`config.mk`:
```
export PLATFORM = sky130hd
export DESIGN_NAME = flow_ctrl_unit
export DESIGN_NICKNAME = d
export VERILOG_FILES = /design/src/rtl/flow_ctrl_unit.sv
export SDC_FILE = /design/constraint.sdc
export NUM_CORES = 1
export LEC_CHECK = 0
export CAP_MARGIN = 20
export CORE_UTILIZATION = 40
export CTS_CLUSTER_SIZE = 14
export DETAILED_ROUTE_END_ITERATION = 8
export PLACE_DENSITY = 0.67
export SLEW_MARGIN = 20
export SYNTH_ARGS = -nofsm -noshare
export SYNTH_HDL_FRONTEND = slang
export SYNTH_SLANG_ARGS = --single-unit
export TNS_END_PERCENT = 100
```
`constraint.sdc`:
```
create_clock -name clk -period 2.5 [get_ports clk]
set_input_delay 0.25 -clock clk [delete_from_list [all_inputs] [get_ports clk]]
set_output_delay 0.25 -clock clk [all_outputs]
set_load 0.05 [all_outputs]
```
`src/rtl/flow_ctrl_unit.sv`:
```
// -----------------------------------------------------------------------------
// flow_ctrl_unit
//   Consumer side of the ALU flag interface. Captures zero/sign/carry/mode into
//   a 4-bit status register, executes program-flow ops and owns the program
//   counter plus a two-state RUN/TRAP machine.
//
// Ports
//   clk, rst_n    rising-edge clock, synchronous active-low reset
//   op_valid/op_ready/op_code/op_target/op_imm   decoder issue channel
//   alu_zero/alu_sign/alu_carry/alu_mode         ALU flags, captured on FLAG
//   trap_ack      handler acknowledge, returns TRAP -> RUN
//   pc            current program counter
//   status        {mode, carry, sign, zero}
//   taken         one-cycle pulse: last accepted op redirected pc
//   trap          high while in TRAP
//   trap_cause    0 = explicit TRAP, 1 = illegal opcode (10..15)
//   fsm_state     debug view of the RUN/TRAP state (0 = RUN, 1 = TRAP)
//
// Handshake: an op transfers on a rising edge where op_valid & op_ready are
// both high. op_ready depends only on the state (high in RUN, low in TRAP),
// never on op_valid. While op_ready is low the decoder must hold its op; the
// unit ignores it completely. A transferred op takes effect at that edge.
// -----------------------------------------------------------------------------
module flow_ctrl_unit #(
  parameter int                 WORD_W   = 20,
  parameter logic [WORD_W-1:0]  RESET_PC = '0,
  parameter logic [WORD_W-1:0]  TRAP_VEC = 20'h00010
) (
  input  logic              clk,
  input  logic              rst_n,
  input  logic              op_valid,
  output logic              op_ready,
  input  logic [3:0]        op_code,
  input  logic [WORD_W-1:0] op_target,
  input  logic [3:0]        op_imm,
  input  logic              alu_zero,
  input  logic              alu_sign,
  input  logic              alu_carry,
  input  logic              alu_mode,
  input  logic              trap_ack,
  output logic [WORD_W-1:0] pc,
  output logic [3:0]        status,
  output logic              taken,
  output logic              trap,
  output logic              trap_cause,
  output logic              fsm_state
);

  localparam logic [0:0] ST_RUN  = 1'b0;
  localparam logic [0:0] ST_TRAP = 1'b1;

  localparam logic [3:0] OP_NOP  = 4'd0;
  localparam logic [3:0] OP_TRAP = 4'd1;
  localparam logic [3:0] OP_JMP  = 4'd2;
  localparam logic [3:0] OP_JZ   = 4'd3;
  localparam logic [3:0] OP_JS   = 4'd4;
  localparam logic [3:0] OP_JZS  = 4'd5;
  localparam logic [3:0] OP_LSR  = 4'd6;
  localparam logic [3:0] OP_XSR  = 4'd7;
  localparam logic [3:0] OP_FLAG = 4'd8;
  localparam logic [3:0] OP_RET  = 4'd9;

  logic [0:0]        state, state_n;
  logic [WORD_W-1:0] pc_n, epc, epc_n, pc_seq;
  logic [3:0]        status_n;
  logic              taken_n, cause_n, xfer;

  assign op_ready  = (state == ST_RUN);
  assign trap      = (state == ST_TRAP);
  assign fsm_state = state[0];
  assign xfer      = op_valid & op_ready;
  // Natural WORD_W-bit overflow gives the required wrap to zero.
  assign pc_seq    = pc + 1'b1;

  always_comb begin
    state_n  = state;
    pc_n     = pc;
    epc_n    = epc;
    status_n = status;
    cause_n  = trap_cause;
    taken_n  = 1'b0;
    if (state == ST_TRAP) begin
      if (trap_ack) state_n = ST_RUN;
    end else if (xfer) begin
      case (op_code)
        OP_NOP:  pc_n = pc_seq;
        OP_JMP: begin
          pc_n    = op_target;
          taken_n = 1'b1;
        end
        // Conditions look at the status held before this op.
        OP_JZ, OP_JS, OP_JZS: begin
          if ((op_code != OP_JS  && status[0]) ||
              (op_code != OP_JZ  && status[1])) begin
            pc_n    = op_target;
            taken_n = 1'b1;
          end else begin
            pc_n = pc_seq;
          end
        end
        OP_LSR: begin
          status_n = op_imm;
          pc_n     = pc_seq;
        end
        OP_XSR: begin
          status_n = status ^ op_imm;
          pc_n     = pc_seq;
        end
        OP_FLAG: begin
          status_n = {alu_mode, alu_carry, alu_sign, alu_zero};
          pc_n     = pc_seq;
        end
        OP_RET: begin
          pc_n    = epc;
          taken_n = 1'b1;
        end
        default: begin
          // Explicit TRAP and the illegal opcodes 10..15 share trap entry.
          epc_n   = pc_seq;
          pc_n    = TRAP_VEC;
          state_n = ST_TRAP;
          taken_n = 1'b1;
          cause_n = (op_code != OP_TRAP);
        end
      endcase
    end
  end

  always_ff @(posedge clk) begin
    if (!rst_n) begin
      state      <= ST_RUN;
      pc         <= RESET_PC;
      epc        <= '0;
      status     <= '0;
      taken      <= 1'b0;
      trap_cause <= 1'b0;
    end else begin
      state      <= state_n;
      pc         <= pc_n;
      epc        <= epc_n;
      status     <= status_n;
      taken      <= taken_n;
      trap_cause <= cause_n;
    end
  end

endmodule
```
==> impl_metrics.tcl, run 1 <==
set metrics [dict create \
    yosysTopAreaCell "dfxtp_1" \
    grt_max_degree 40 \
    setup_violations 0 \
    crit_path_end_kind "flop" \
    hold_end "epc[5]$_SDFFE_PN0P_" \
    powerDensity_nw_per_um2 458 \
    place_hpwl_um 5670 \
    cts_max_level 2 \
    reg2reg_depth 6 \
    routed_wl_um 7900 \
    reg2reg_to "pc[18]$_SDFFE_PN0P_" \
    clock_sinks 47 \
    ioPinCount 65 \
    syn_nets 381 \
    area_growth_pct 30.4 \
    cp_data_arrival_time_ns 2.25 \
    p_switching_uw 478 \
    drc 8 \
    cts_buffers 5 \
    grt_pass1_vias 2644 \
    die_h_um 84.0 \
    overflow 0 \
    die-area_um2 7060 \
    routed-via-count 2852 \
    row_count 29 \
    run_status "finished with violations" \
    finalMaxSlewViolations 0 \
    grt_antenna_before_repair 0 \
    grt_use_total_pct 22.9 \
    syn_area_per_cell_um2 7.83 \
    async_flop_share_pct 0 \
    clkTransAtPathRegs_ns 0.09 \
    fin_skew_ns 0.00894 \
    antenna_cells 0 \
    syn_inst 344 \
    clockBufferDepth 2 \
    switching_share_pct 29.7 \
    first_pass_iters 7 \
    rrSetupSlack_ns 0.51 \
    fin_crit_ns 2.08 \
    cts_resized 0 \
    synth_edf_count 0 \
    wl_per_cell_um 16.4 \
    die_width_um 84.0 \
    power_uw 1610 \
    critPathKind "primary input to flop" \
    hold_violations 0 \
    violations "DRC" \
    insertion_delay_ns 0.30 \
    period_share_pct 83.2 \
    intPower_uw 1130 \
    ctsHoldBuffers 0 \
    r2r_start "pc[1]$_SDFFE_PN0P_" \
    worstMarginPinSlew_ns 0.507 \
    vdd_drop_max_uv 234 \
    fin_setup_tns_ns 0 \
    final_common_cell "clkdlybuf4s50_1" \
    ys_warn_count 0 \
    synth_cell_type_count 58 \
    relSlewSlack_pct 66.1 \
    worstPathMaxFanout 17 \
    port_buffers 64 \
    synth.top_cells.by_area "dfxtp_1 35%, nand2_1 4.9%, o21ai_0 4.3%" \
    syn_area_um2 2690 \
    leakage_uw 0.00118 \
    cap_violations 0 \
    grt_pass1_wl_um 13100 \
    vias_per_cell 5.92 \
    ys_seq_area_share_pct 34.9 \
    ys_ff_latch 47 \
    core_area_um2 6420 \
    max_stage_delay_ns 0.65 \
    start_util_pct 41.9 \
    worstHoldStart "epc[5]$_SDFFE_PN0P_" \
    startpoint "op_code[1]" \
    cp-start-kind "primary input" \
    combPwrFrac_pct 21.9 \
    p_clk_share_pct 27.8 \
    fmax_ghz 0.481 \
    synth_flop_cell "dfxtp_1" \
    worst_path_max_delay_cell "clkdlybuf4s50_1" \
    drive_gt1_share_pct 7.65 \
    cts-root-buf "clkbuf_8" \
    post-cts-setup-buffers 0 \
    cts_tree "built" \
    synth_top_area_share_pct 34.9 \
    gp_congestion 0.821 \
    grt_setup_unrepaired "false" \
    whs_path_depth 2 \
    seqPwrFrac_pct 50.3 \
    ant_nets 0 \
    finalNetCount 441 \
    path_cells "clkdlybuf4s50_1 -> buf_4 -> and3b_1 -> a21oi_1 -> a21oi_1 -> buf_4 -> a222oi_1 -> o2bb2ai_1" \
    critPathRequiredTime_ns 2.67 \
    final_cell_mix "64 x clkdlybuf4s50_1, 47 x dfxtp_1, 35 x nand2_1" \
    hp-class "flop to flop" \
    drtIter0Drc 217 \
]
-- final cells by class --
class,instances,area (um2)
timing repair buffer,81,781
sequential,47,941
clock buffer,7,76.3
clock inverter,1,5.00
tap,77,96.3
multi-input combinational,260,1580
inverter,9,33.8
fill,631,2910
-- per-stage QoR --
step / hold WS [ns] / cells / area [um2] / utilization, % / setup WS, ns
after floorplan: 0.389 / 344 / 2690 / - / 0.257
after global placement: 0.480 / 474 / 3430 / 53.4 / 0.160
after detailed placement: 0.488 / 474 / 3430 / 53.4 / 0.119
after CTS: 0.505 / 482 / 3510 / 54.7 / 0.440
after global routing: 0.524 / 482 / 3510 / 54.7 / 0.214
final: 0.507 / 482 / 3510 / 54.7 / 0.419
-- state kept, by name, indices dropped and copies added, names as in the netlist --
name / cells
epc: 20
fsm_state: 1
pc: 20
status: 4
taken: 1
trap_cause: 1
-- worst max-delay path: cells and delay by family --
| family | cells | cell delay [ns] |
|---|---|---|
| buf+inv | 3 | 1.08 |
| compound gates | 4 | 0.76 |
| simple gates | 1 | 0.17 |
-- kinds of logic after synthesis --
group | Yosys count | share of synthesized area, %
and+or+nand+nor | 128 | 24.2
AOI/OAI and AO/OA | 111 | 27.4
DFF | 47 | 34.9
buffers and inverters | 37 | 6.41
xor gates and xnor gates | 18 | 5.85
muxes | 2 | 0.744
adders and majority gates | 1 | 0.465
-- layer usage --
metal / routed length, um / vias up / track usage, %
li1: - / 1389 / -
met1: 3780 / 1356 / 32.2
met2: 3570 / 99 / 36.3
met3: 463 / 8 / 3.86
met4: 87 / 0 / 5.80
met5: 0 / - / 0
-- power by group through the flow --
stage	Combinational (uW)	Clock [uW]	Sequential, uW
floorplan	167	0	862
global placement	344	0	825
detailed placement	348	0	826
CTS	350	451	809
global route	379	484	815
finish	352	448	809
-- cells in the mapped netlist, types with 2 or more instances --
library cell / n
buf_1: 2
mux2i_1: 2
nand2_1: 35
nor2_1: 29
inv_1: 9
a211oi_1: 8
buf_2: 11
a31oi_1: 8
a21oi_1: 22
buf_4: 3
nand4_1: 5
nor3_1: 7
o2bb2ai_1: 4
o311ai_0: 2
a32oi_1: 3
nand2b_1: 3
a221oi_1: 6
nand3_1: 20
o21ai_0: 23
a222oi_1: 5
o21ai_1: 4
a22o_1: 2
dfxtp_1: 47
and3_1: 6
and2_1: 5
or3_1: 3
xnor2_1: 12
and3b_1: 3
o22ai_1: 9
clkbuf_1: 10
xor2_1: 6
o31ai_1: 3
nor2b_1: 2
-- worst max path at each step --
stage	depth (start not counted)	end	slack (ns)
floorplan	7	pc[18]$_SDFFE_PN0P_	0.26
global placement	8	pc[1]$_SDFFE_PN0P_	0.16
detailed placement	7	pc[12]$_SDFFE_PN0P_	0.12
CTS	7	pc[12]$_SDFFE_PN0P_	0.44
global route	7	pc[8]$_SDFFE_PN0P_	0.21
finish	8	pc[1]$_SDFFE_PN0P_	0.42
No activity file was read; power rests on OpenSTA's default activity.
==> run 2: changes to the inputs <==
PLACE_DENSITY = 0.69   (was 0.67)
clock period = 1.8 ns   (was 2.5 ns; I/O delays follow)
==> run 2 against run 1 <==
Against the previous run: the flow still finishes with violations (DRC); clock power rose by 52%; clock-buffer cell count down 2; register-to-register slack worse by 0.43 ns; sequential power grew 38%; critical path depth fell by 6; sequential share of layout area is 2.2 points lower; power up 48%; routed wire length up 9.0%; non-clock buffer count increased by 38; worst setup slack got worse by 0.37 ns; flip-flop and latch count unchanged; via count up 5.6%; critical path type is now flop to output port; critical endpoint is now status[1].
==> impl_metrics.tcl, run 2 (synthesis gave the netlist of run 1 again) <==
set metrics [dict create \
    whs_path_depth 3 \
    r2r_start "status[1]$_SDFFE_PN0P_" \
    period_share_pct 97.0 \
    dp_worst_setup_slack_ns -0.483 \
    die_h_um 84.0 \
    worstPathMaxFanout 5 \
    worstHoldStart "alu_sign" \
    row_count 29 \
    grt_pass1_vias 2850 \
    placed_cell_area_um2 3730 \
    ioPinCount 65 \
    fin_crit_ns 1.75 \
    grt_antenna_before_repair 0 \
    area_growth_pct 46.1 \
    port_buffers 64 \
    reg2reg_to "pc[15]$_SDFFE_PN0P_" \
    antenna_cells 0 \
    worstMarginPinSlew_ns 0.520 \
    path_cells "buf_4 -> clkdlybuf4s50_1" \
    insertion_delay_ns 0.31 \
    startpoint "status[1]$_SDFFE_PN0P_" \
    vias_per_cell 5.79 \
    fin_skew_ns 0.0119 \
    power_uw 2380 \
    routed_wl_um 8610 \
    first_pass_iters 7 \
    drtIter0Drc 212 \
    cp_data_arrival_time_ns 1.57 \
    drc 10 \
    cap_violations 0 \
    grt_use_total_pct 24.9 \
    clockBufferDepth 2 \
    powerDensity_nw_per_um2 604 \
    clkTransAtPathRegs_ns 0.09 \
    grt_setup_unrepaired "true" \
    cts_max_level 2 \
    fin_ws_ns 0.0533 \
    drive_gt1_share_pct 22.3 \
    grt_pass1_wl_um 14000 \
    vdd_drop_max_uv 315 \
    relSlewSlack_pct 65.3 \
    wl_per_cell_um 16.6 \
    cp-start-kind "flop" \
    run_status "finished with violations" \
    top_regs "epc: 20 flops, pc: 20 flops, status: 4 flops" \
    grt_max_degree 20 \
    violations "DRC" \
    die-area_um2 7060 \
    critPathRequiredTime_ns 1.62 \
    overflow 0 \
    setup_violations 0 \
    start_util_pct 41.9 \
    critPathKind "flop to output port" \
    rrSetupSlack_ns 0.08 \
    fin_area_um2 3940 \
    fmax_ghz 0.573 \
    nFillCells 574 \
    finalNetCount 479 \
    ant_nets 0 \
    hp-class "primary input to flop" \
    post-cts-setup-buffers 0 \
    final_cell_mix "57 x buf_4, 49 x clkdlybuf4s50_1, 35 x nand2_1" \
    hold_violations 0 \
    die_width_um 84.0 \
    fin_setup_tns_ns 0 \
    worst_path_max_delay_cell "clkdlybuf4s50_1" \
    fin_cells 520 \
    cts_buffers 5 \
    final_common_cell "buf_4" \
    placedCellCount 510 \
    max_stage_delay_ns 0.80 \
    finalMaxSlewViolations 0 \
    hold_end "status[1]$_SDFFE_PN0P_" \
    core_area_um2 6420 \
    leakage_uw 0.00152 \
    routed-via-count 3012 \
    place_hpwl_um 6120 \
    ctsHoldBuffers 0 \
    crit_path_end_kind "output port" \
    reg2reg_depth 7 \
    cts-root-buf "clkbuf_8" \
    cts_tree "built" \
    gp_congestion 0.866 \
    clock_sinks 47 \
]
-- run 2: cell count changes in the layout (fill, tap and decap cells not counted), sizes merged --
cell	before	now
buf	17	59
clkdlybuf4s50	64	49
dlygate4sd2	0	5
dlymetal6s2s	0	4
inv	9	12
bufbuf	0	2
clkbuf	7	5
clkinv	1	0
-- run 2: worst max-delay path: cells and delay by family, from the launching register on --
| kind | cells | cell delay [ns] |
|---|---|---|
| DFF | 1 | 0.35 |
| buffers and inverters | 2 | 0.92 |
-- run 2: worst max-delay path by stage --
stage,to,depth (start not counted),slack [ns]
after floorplan,pc[16]$_SDFFE_PN0P_,7,0.005
after global placement,epc[6]$_SDFFE_PN0P_,7,-0.41
after detailed placement,pc[8]$_SDFFE_PN0P_,7,-0.48
after CTS,epc[13]$_SDFFE_PN0P_,7,0.003
after global routing,pc[17]$_SDFFE_PN0P_,7,-0.03
final,status[1],2,0.05
-- run 2: where the power goes --
group / internal [uW] / switching (uW) / total [uW] / leakage (uW)
logic: 274 / 305 / 579 / 0.00108
clock network: 281 / 399 / 680 / 0.0000494
registers: 1080 / 33.3 / 1120 / 0.000391
-- run 2: timing repair --
item / in CTS / in global routing
endpoints found under the hold margin: 0 / 0
gates cloned: 2 / 0
resized for setup: 10 / 9
endpoints found under the setup margin: 43 / 41
pin swaps: 0 / 6
-- run 2: metrics by stage --
step           hold WS [ns]  utilization [%]
3_5_place_dp          0.476             58.1
4_1_cts               0.432             60.7
3_3_place_gp          0.475             58.1
2_1_floorplan         0.319                -
5_1_grt               0.436             61.3
6_report              0.435             61.3
-- run 2: layer usage --
layer  global-route usage, %  routed length [um]  share of wire (%)
met1                    33.3                3990                 46
met2                    41.9                4040                 47
met3                    3.46                 496                5.8
met4                    6.27                  80               0.93
met5                       0                   0                  0
-- run 2: cell type report --
| type | count | area, um2 | area share (%) |
|---|---|---|---|
| well taps | 77 | 96.3 | 2.45 |
| multi-input cells | 260 | 1640 | 41.6 |
| clock buffers | 5 | 68.8 | 1.75 |
| inverters | 9 | 33.8 | 0.859 |
| repair buffers | 119 | 1110 | 28.3 |
| clock inverters | 3 | 21.3 | 0.541 |
| flip-flops and latches | 47 | 967 | 24.6 |
